## config.mk

```make
export PLATFORM = sky130hd
export DESIGN_NAME = seg_status_display
export DESIGN_NICKNAME = d
export VERILOG_FILES = /design/src/rtl/seg_status_pkg.sv /design/src/rtl/seg_status_display_glyph_rom.sv /design/src/rtl/seg_status_display.sv
export SDC_FILE = /design/constraint.sdc
export NUM_CORES = 1
export LEC_CHECK = 0
export CORE_MARGIN = 3
export CORE_UTILIZATION = 62
export CTS_CLUSTER_DIAMETER = 120
export DETAILED_ROUTE_END_ITERATION = 16
export PLACE_DENSITY = 0.86
export SYNTH_ARGS = -nofsm -noshare
export SYNTH_HDL_FRONTEND = slang
export SYNTH_SLANG_ARGS = --single-unit
```

## constraint.sdc

```tcl
create_clock -name clk -period 6.1 [get_ports clk]
set_input_delay 1.83 -clock clk [delete_from_list [all_inputs] [get_ports clk]]
set_output_delay 1.83 -clock clk [all_outputs]
set_load 0.02 [all_outputs]
```

## src/rtl/seg_status_pkg.sv

```systemverilog
// Shared types and glyph constants for the status display.
// Segment constants are active-low {g,f,e,d,c,b,a}.
package seg_status_pkg;

    typedef enum logic [1:0] {
        ST_IDLE,
        ST_ARMED,
        ST_COUNTDOWN,
        ST_DEAD
    } state_e;

    // Glyph codes 0..8 are the digits themselves.
    localparam logic [3:0] G_A     = 4'd9;
    localparam logic [3:0] G_C     = 4'd10;
    localparam logic [3:0] G_D     = 4'd11;
    localparam logic [3:0] G_E     = 4'd12;
    localparam logic [3:0] G_DASH  = 4'd13;
    localparam logic [3:0] G_BLANK = 4'd14;

    localparam logic [6:0] SEG_0     = 7'h40;
    localparam logic [6:0] SEG_1     = 7'h79;
    localparam logic [6:0] SEG_2     = 7'h24;
    localparam logic [6:0] SEG_3     = 7'h30;
    localparam logic [6:0] SEG_4     = 7'h19;
    localparam logic [6:0] SEG_5     = 7'h12;
    localparam logic [6:0] SEG_6     = 7'h02;
    localparam logic [6:0] SEG_7     = 7'h78;
    localparam logic [6:0] SEG_8     = 7'h00;
    localparam logic [6:0] SEG_A     = 7'h08;
    localparam logic [6:0] SEG_C     = 7'h46;
    localparam logic [6:0] SEG_D     = 7'h21;
    localparam logic [6:0] SEG_E     = 7'h06;
    localparam logic [6:0] SEG_DASH  = 7'h3F;
    localparam logic [6:0] SEG_BLANK = 7'h7F;
    localparam logic [6:0] SEG_OFF   = 7'h7F;

endpackage

```

## src/rtl/seg_status_display_glyph_rom.sv

```systemverilog
// Combinational glyph code to active-low segment pattern.
module seg_glyph_rom
    import seg_status_pkg::*;
(
    input  logic [3:0] code,
    output logic [6:0] seg
);

    always_comb begin
        seg = SEG_OFF;
        case (code)
            4'd0:    seg = SEG_0;
            4'd1:    seg = SEG_1;
            4'd2:    seg = SEG_2;
            4'd3:    seg = SEG_3;
            4'd4:    seg = SEG_4;
            4'd5:    seg = SEG_5;
            4'd6:    seg = SEG_6;
            4'd7:    seg = SEG_7;
            4'd8:    seg = SEG_8;
            G_A:     seg = SEG_A;
            G_C:     seg = SEG_C;
            G_D:     seg = SEG_D;
            G_E:     seg = SEG_E;
            G_DASH:  seg = SEG_DASH;
            default: seg = SEG_BLANK;
        endcase
    end

endmodule

```

## src/rtl/seg_status_display.sv

```systemverilog
// Robot life-cycle FSM driving a 4-digit multiplexed common-anode display.
// Define SEG_STATUS_DEAD_BLINK_EN to blink the display while DEAD.
module seg_status_display
    import seg_status_pkg::*;
#(
    parameter int REFRESH_DIV = 12500,
    parameter int BLINK_TICKS = 1000
) (
    input  logic       clk,
    input  logic       rst,
    input  logic [7:0] cnt_bar,
    input  logic       in_combat,
    input  logic       in_danger,
    output logic [6:0] seg,
    output logic [3:0] an,
    output logic       dp
);

    localparam int PW = $clog2(REFRESH_DIV);

    if (REFRESH_DIV < 2) begin : g_bad_refresh
        $error("REFRESH_DIV must be at least 2");
    end
    if (BLINK_TICKS < 1) begin : g_bad_blink
        $error("BLINK_TICKS must be at least 1");
    end

    state_e        state_q, state_d;
    logic [PW-1:0] presc_q, presc_d;
    logic [1:0]    slot_q, slot_d;
    logic [6:0]    seg_q, seg_d;
    logic [3:0]    an_q, an_d;
    logic          dp_q, dp_d;

    logic          slot_tick;
    logic [3:0]    secs;
    logic          bar_ok;
    logic [3:0]    code;
    logic [6:0]    glyph_seg;
    logic          lit;

    assign slot_tick = (presc_q == PW'(REFRESH_DIV - 1));

    always_comb begin
        secs = 4'd0;
        for (int i = 0; i < 8; i++) begin
            secs = secs + {3'b000, cnt_bar[i]};
        end
    end

    // A clean thermometer has exactly popcount low ones.
    assign bar_ok = ({1'b0, cnt_bar} == ((9'd1 << secs) - 9'd1));

    always_comb begin
        state_d = state_q;
        case (state_q)
            ST_IDLE: begin
                if (in_combat) state_d = ST_ARMED;
            end
            ST_ARMED: begin
                if (!in_combat)     state_d = ST_IDLE;
                else if (in_danger) state_d = ST_COUNTDOWN;
            end
            ST_COUNTDOWN: begin
                if (cnt_bar == 8'h00) state_d = ST_DEAD;
                else if (!in_combat)  state_d = ST_IDLE;
                else if (!in_danger)  state_d = ST_ARMED;
            end
            default: state_d = ST_DEAD;
        endcase
    end

    always_comb begin
        code = G_BLANK;
        case (state_q)
            ST_IDLE: code = G_DASH;
            ST_ARMED, ST_COUNTDOWN: begin
                if (slot_q == 2'd3)      code = (state_q == ST_ARMED) ? G_A : G_C;
                else if (slot_q == 2'd0) code = bar_ok ? secs : G_E;
            end
            default: begin
                case (slot_q)
                    2'd3:    code = G_D;
                    2'd2:    code = G_E;
                    2'd1:    code = G_A;
                    default: code = G_D;
                endcase
            end
        endcase
    end

    seg_glyph_rom u_glyph_rom (
        .code (code),
        .seg  (glyph_seg)
    );

`ifdef SEG_STATUS_DEAD_BLINK_EN
    localparam int BW = $clog2(BLINK_TICKS + 1);

    logic [BW-1:0] blink_cnt_q, blink_cnt_d;
    logic          blink_on_q, blink_on_d;

    // Held in reset outside DEAD so every blink sequence opens lit.
    always_comb begin
        blink_cnt_d = blink_cnt_q;
        blink_on_d  = blink_on_q;
        if (state_q != ST_DEAD) begin
            blink_cnt_d = '0;
            blink_on_d  = 1'b1;
        end else if (slot_tick) begin
            if (blink_cnt_q == BW'(BLINK_TICKS - 1)) begin
                blink_cnt_d = '0;
                blink_on_d  = ~blink_on_q;
            end else begin
                blink_cnt_d = blink_cnt_q + BW'(1);
            end
        end
    end

    always_ff @(posedge clk or posedge rst) begin
        if (rst) begin
            blink_cnt_q <= '0;
            blink_on_q  <= 1'b1;
        end else begin
            blink_cnt_q <= blink_cnt_d;
            blink_on_q  <= blink_on_d;
        end
    end

    assign lit = blink_on_q;
`else
    assign lit = 1'b1;
`endif

    always_comb begin
        presc_d = slot_tick ? '0 : presc_q + PW'(1);
        slot_d  = slot_tick ? slot_q + 2'd1 : slot_q;
        seg_d   = glyph_seg;
        an_d    = lit ? ~(4'b0001 << slot_q) : 4'hF;
        dp_d    = !((state_q == ST_COUNTDOWN) && (slot_q == 2'd0));
    end

    always_ff @(posedge clk or posedge rst) begin
        if (rst) begin
            state_q <= ST_IDLE;
            presc_q <= '0;
            slot_q  <= 2'd0;
            seg_q   <= SEG_OFF;
            an_q    <= 4'hF;
            dp_q    <= 1'b1;
        end else begin
            state_q <= state_d;
            presc_q <= presc_d;
            slot_q  <= slot_d;
            seg_q   <= seg_d;
            an_q    <= an_d;
            dp_q    <= dp_d;
        end
    end

    assign seg = seg_q;
    assign an  = an_q;
    assign dp  = dp_q;

endmodule
```

Word level (Yosys, flattened, before mapping) --
Memory sizes are Yosys's and may differ from the RTL's. A register that Yosys moved wholly into a read port is not among the register bits. Cells that the tools add are included.
Storage, ports and cells: bits in registers 23, latch bits 0, memory bits (writable) 0, memory bits (read-only) 112, input port bits 12, word-level logic and storage cells 50, memories kept 1
Memories:
- (no name shown) | words 16, bits a word 7, rd ports 1, clocked after Yosys merged registers in 1, wr ports 0, RTL line seg_status_display_glyph_rom.sv:11 | case (code)
Cells by class: $add $sub $neg 10, multipliers 0, div/mod/pow operators 0, $lt $le $gt $ge 0, eq/ne operators 10, shift-type cells 2, muxes and demuxes 14, bitwise gates (word level) 1, reductions and logical operators 7
Operators by type and width (number):
- 4-bit by 1-bit adder with 4-bit output | 4
- 14-bit by 1-bit adder with 14-bit output, second input constant | 1
- 14-bit == test, second input constant | 1
- 14-bit 2-to-1 mux | 1
- 2-bit 2-to-1 mux | 7
- 4-bit 2-to-1 mux | 3
- 8-bit by 9-bit == test with 1-bit output | 1
- 1-bit by 4-bit << shifter with 9-bit output, first input constant | 1
- 9-bit by 1-bit subtractor with 9-bit output, second input constant | 1
- 8-bit zero test | 1
- 4-bit one-hot mux with 2 select lines | 1
- 2-bit == test, second input constant | 3
- 2-bit one-hot mux with 3 select lines | 1
- 3-bit one-hot mux with 2 select lines | 1
- 3-bit by 1-bit adder with 4-bit output | 1
- 2-bit by 1-bit == test with 1-bit output, second input constant | 2
- 2-bit zero test | 2
- 4-bit != test, second input constant | 1
- 4-bit inverter | 1
- 1-bit by 2-bit << shifter with 4-bit output, first input constant | 1
- 2-bit by 1-bit adder with 3-bit output | 1
- 3-bit != test, second input constant | 1
- 3-bit AND reduction | 1
- 1-bit by 1-bit adder with 2-bit output | 1
- 5 further kinds | 5

Logic depth before layout (Yosys ltp) --
word-level depth 14, gate-level depth with buffers 28, depth with buffers taken out 25

Hierarchy --
Synthesis repeated with hierarchy kept, for this count alone.
Unflattened totals: cell total of the unflattened synthesis 252, area, all modules 2298.5 µm²
By module, submodules not included:
- seg_status_display | instances 1, cells an instance 218, area each 2049.5 µm²
- seg_glyph_rom | instances 1, cells an instance 34, area each 249.0 µm²

Worst setup path after synthesis --
No wires, ideal clock.
kind input port to flip-flop, start input port cnt_bar[0], end register seg_q[3], in the netlist seg[3], setup time 0.088 ns, data arrival time 7.016 ns, path slack -1.004 ns, stages 25, path buffers 2, cell sequence fa_1 inv_1 fa_1 fa_1 inv_1 ha_1 inv_1 fa_1 buf_6 or2_1 o32ai_2 nand2_1 ha_1 clkbuf_1 nand3b_1 a21oi_1 o21ai_0 nand4_1 nor4_4 a41oi_1 a211o_1 inv_1 ha_1 mux2i_1 a221oi_2
On the way: cells in the longest elaborated chain, start to end 14
Ends and longest elaborated chain:
- from (decl) | RTL line seg_status_display.sv:11 | input logic [7:0] cnt_bar,
- 1-bit by 1-bit adder with 2-bit output | RTL line seg_status_display.sv:47 | secs = secs + {3'b000, cnt_bar[i]};
- 2-bit by 1-bit adder with 3-bit output | RTL line seg_status_display.sv:47
- 3-bit by 1-bit adder with 4-bit output | RTL line seg_status_display.sv:47
- 4-bit by 1-bit adder with 4-bit output (4 in series) | RTL line seg_status_display.sv:47
- 1-bit by 4-bit << shifter with 9-bit output | RTL line seg_status_display.sv:52 | assign bar_ok = ({1'b0, cnt_bar} == ((9'd1 << secs) - 9'd1));
- 9-bit by 1-bit subtractor with 9-bit output | RTL line seg_status_display.sv:52
- 8-bit by 9-bit == test with 1-bit output | RTL line seg_status_display.sv:52
- 4-bit 2-to-1 mux (*) (2 in series) | RTL line seg_status_display.sv:79 | else if (slot_q == 2'd0) code = bar_ok ? secs : G_E;
- 4-bit 2-to-1 mux (*) | RTL line seg_status_display.sv:78 | if (slot_q == 2'd3) code = (state_q == ST_ARMED) ? G_A : G_C;
- 4-bit one-hot mux with 2 select lines (*) | RTL line seg_status_display.sv:75 | case (state_q)
- to (decl) | RTL line seg_status_display.sv:31 | logic [6:0] seg_q, seg_d;
Mark *: on every way between the ends. The rest lies on a longest branch, timed or not. A chain may end at the register's enable or synchronous reset.

Final worst setup path --
start input port cnt_bar[1], end register seg_q[0], in the netlist seg[0]
The elaborated chain is that of the path after synthesis.

==> flow_summary_export.csv <==
group,metric,value,unit
critical_path,crit_type,"in -> reg",
final_layout,finalNonFillerCells,379,
hold_path,hp-start,"presc_q[11]$_DFF_PP0_",
timing,period_share,114,%
final_layout,drive_above_1_share,36.9,%
critical_path,required,6330,ps
critical_path,reg2reg_setup_slack,3440,ps
clock_network,htreeDepth,2,
power,power_leakage,1.50,nW
critical_path,path_delay_family,"adder cells",
clock_network,cts_buffers,5,
flow_run,maxCapViolCount,0,
critical_path,crit_top_cell,"fa_1",
synthesis,yosysWarnings,0,
global_routing,gr-total-overflow,0,
detailed_routing,ant_nets,0,
timing,worst_pin_slew,1180,ps
critical_path,max_stage_delay,540,ps
detailed_routing,wirelength,9650,µm
timing,worst_slack,-876,ps
run_status,status,"complete, but fails checks",
clock_network,cts_sinks,30,
final_layout,fin_area,3310,µm²
critical_path,critPathBufInv,5,
floorplan,initial_core_util,67.7,%
detailed_routing,top_layer_used,"met4",
synthesis,syn_area,2370,µm²
critical_path,critPathMaxFanout,5,
synthesis,ys_types,54,
global_routing,grtUsageTotal,36.0,%
final_layout,final_nets,369,
detailed_routing,wire_per_inst,25.5,µm
floorplan,die_area,4590,µm²
synthesis,ys_seq_area_share,32.4,%
global_routing,grt_pass1_vias,2368,
critical_path,rr_endpoint,"seg[6]$_DFF_PP1_",
power,vdd_ir_drop_max,0.000501,V
critical_path,reg2reg_from,"slot_q[0]$_DFFE_PP0N_",
detailed_routing,drc,0,
synthesis,synth.ff_latch_count,30,
timing,period_needed,6980,ps
clock_network,cts_root_buf,"clkbuf_8",
floorplan,core_area,3490,µm²
detailed_routing,vias_per_cell,6.83,
critical_path,startpoint_type,"input port",
synthesis,post_synth_inst_count,258,
hold_path,hold-path-endpoint,"presc_q[11]$_DFF_PP0_",
critical_path,reg2reg_depth,11,
hold_path,hold_depth,1,
synthesis,ys_async_sr_fraction,100,%
timing,drv_slew,0,
synthesis,synth_edf_count,0,
critical_path,slowest_stage,"fa_1",
detailed_routing,detail_route.iter0.violations,367,
placement,io_buffers,23,
placement,place_congestion,0.966,
floorplan,num_rows,21,
timing,fin_skew,7.92,ps
synthesis,syn_nets,295,
detailed_routing,wl_met3,1190,µm
synthesis,synth_ff_type,"dfrtp_1",
placement,dp_hpwl,4570,µm
final_layout,diodes,0,
timing,setup_tns,-5540,ps
timing,timing.fmax,143,MHz
global_routing,grt_first_pass_wirelength,11800,µm
placement,dpl.cell_count,360,
clock_network,clk_pin_slew_worst_paths,70,ps
final_layout,mostFrequentLayoutCells,"50 x buf_4, 24 x nor2_1, 23 x inv_1",
final_layout,fin_util,94.6,%
power,p_per_area,569,nW/µm²
clock_network,clock_latency,300,ps
detailed_routing,drt-pass1-iter-count,7,
floorplan,io_pins,24,
hold_path,hp-class,"reg -> reg",
timing,relSlewSlack,21.0,%
floorplan,die_y,67.8,µm
placement,dpl_cell_area,2960,µm²
detailed_routing,wl_met1,3310,µm
final_layout,final_common_cell,"buf_4",
timing,setup_viol,7,
final_layout,synthToLayoutAreaGrowth,39.7,%
critical_path,cp-end-kind,"register",
timing,rsz0062_at_grt,"yes",
placement,dp_slack,-1460,ps
timing,final-hold-violation-count,0,
floorplan,die_x,67.8,µm
run_status,violations,"setup timing",
critical_path,cp.arrival,7200,ps
detailed_routing,met2_length,4380,µm
clock_network,cts_tree,"yes",
synthesis,syn_area_per_cell,9.17,µm²
global_routing,grt_start_max_net_pins,31,
clock_network,cts_buffer_depth,2,
detailed_routing,dr_total_vias,2587,
global_routing,antenna_found_initial,0,
==> report_power, final <==
| part | switching (W) | internal [W] |
|---|---|---|
| clock | 0.0000864 | 0.0000910 |
| combinational | 0.000790 | 0.000641 |
| sequential | 0.0000162 | 0.000256 |
==> how the worst max path moves through the flow <==
stage	end	slack, ps	from	cells past startpoint
floorplan	seg[3]$_DFF_PP1_	-930	cnt_bar[0]	24
global placement	seg[4]$_DFF_PP1_	-1140	cnt_bar[0]	24
detailed placement	seg[3]$_DFF_PP1_	-1460	cnt_bar[0]	27
CTS	seg[3]$_DFF_PP1_	-630	cnt_bar[1]	23
global route	seg[0]$_DFF_PP1_	-1080	cnt_bar[5]	25
finish	seg[0]$_DFF_PP1_	-880	cnt_bar[1]	25
==> layer usage <==
layer	GRT usage, %	up-vias
li1	-	1029
met1	43.5	1200
met2	57.4	272
met3	9.98	86
met4	20.6	0
met5	0	-
==> sequential cells by signal (all words and copies together) (netlist names) <==
signal	count
an	4
dp	1
presc_q	14
seg	7
slot_q	2
state_q	2
==> synthesized netlist by cell type (all sizes together), types with 5 or more instances <==
library cell   n  share of area, %
a21oi         11               2.5
and3           5               1.5
buf            9               3.4
dfrtp         18                19
dfstp         12                13
ha            21                11
inv           28               4.4
nand2         23               3.6
nand3         12               2.5
nor2          24               3.8
nor3           5               1.1
o21ai         10               2.1
xnor2         10               3.7
xor2          10               3.7
==> cell type report <==
cell class / count / area, µm²
Clock inverter: 1 / 5.00
Sequential cell: 30 / 766
Clock buffer: 7 / 86.3
Fill cell: 99 / 189
Tap cell: 46 / 57.6
Multi-Input combinational cell: 189 / 1630
Timing Repair Buffer: 78 / 653
Inverter: 28 / 105
==> stage by stage <==
| stage | power (W) | hold WS (ps) |
|---|---|---|
| 5_1_grt | 0.00196 | 523 |
| 6_report | 0.00188 | 512 |
| 3_5_place_dp | 0.00127 | 478 |
| 2_1_floorplan | 0.000954 | 447 |
| 3_3_place_gp | 0.00122 | 473 |
| 4_1_cts | 0.00156 | 513 |
==> kinds of logic after synthesis <==
group	count (synthesis)	synth area share, %
AND/OR/NAND/NOR	91	19.5
AO/OA/AOI/OAI	48	15.9
flip-flops	30	32.4
multiplexers	5	2.17
adder cells (fa/ha/maj)	25	14.5
buffers and inverters	39	8.20
XOR/XNOR	20	7.40
==> what timing repair did <==
action / CTS / global route
hold buffers: 0 / 0
setup endpoints to repair: 7 / 7
pin swaps: 12 / 5
buffers inserted: 6 / 5
resized for setup: 29 / 27
Note: power is estimated with default switching activity, not from simulation.
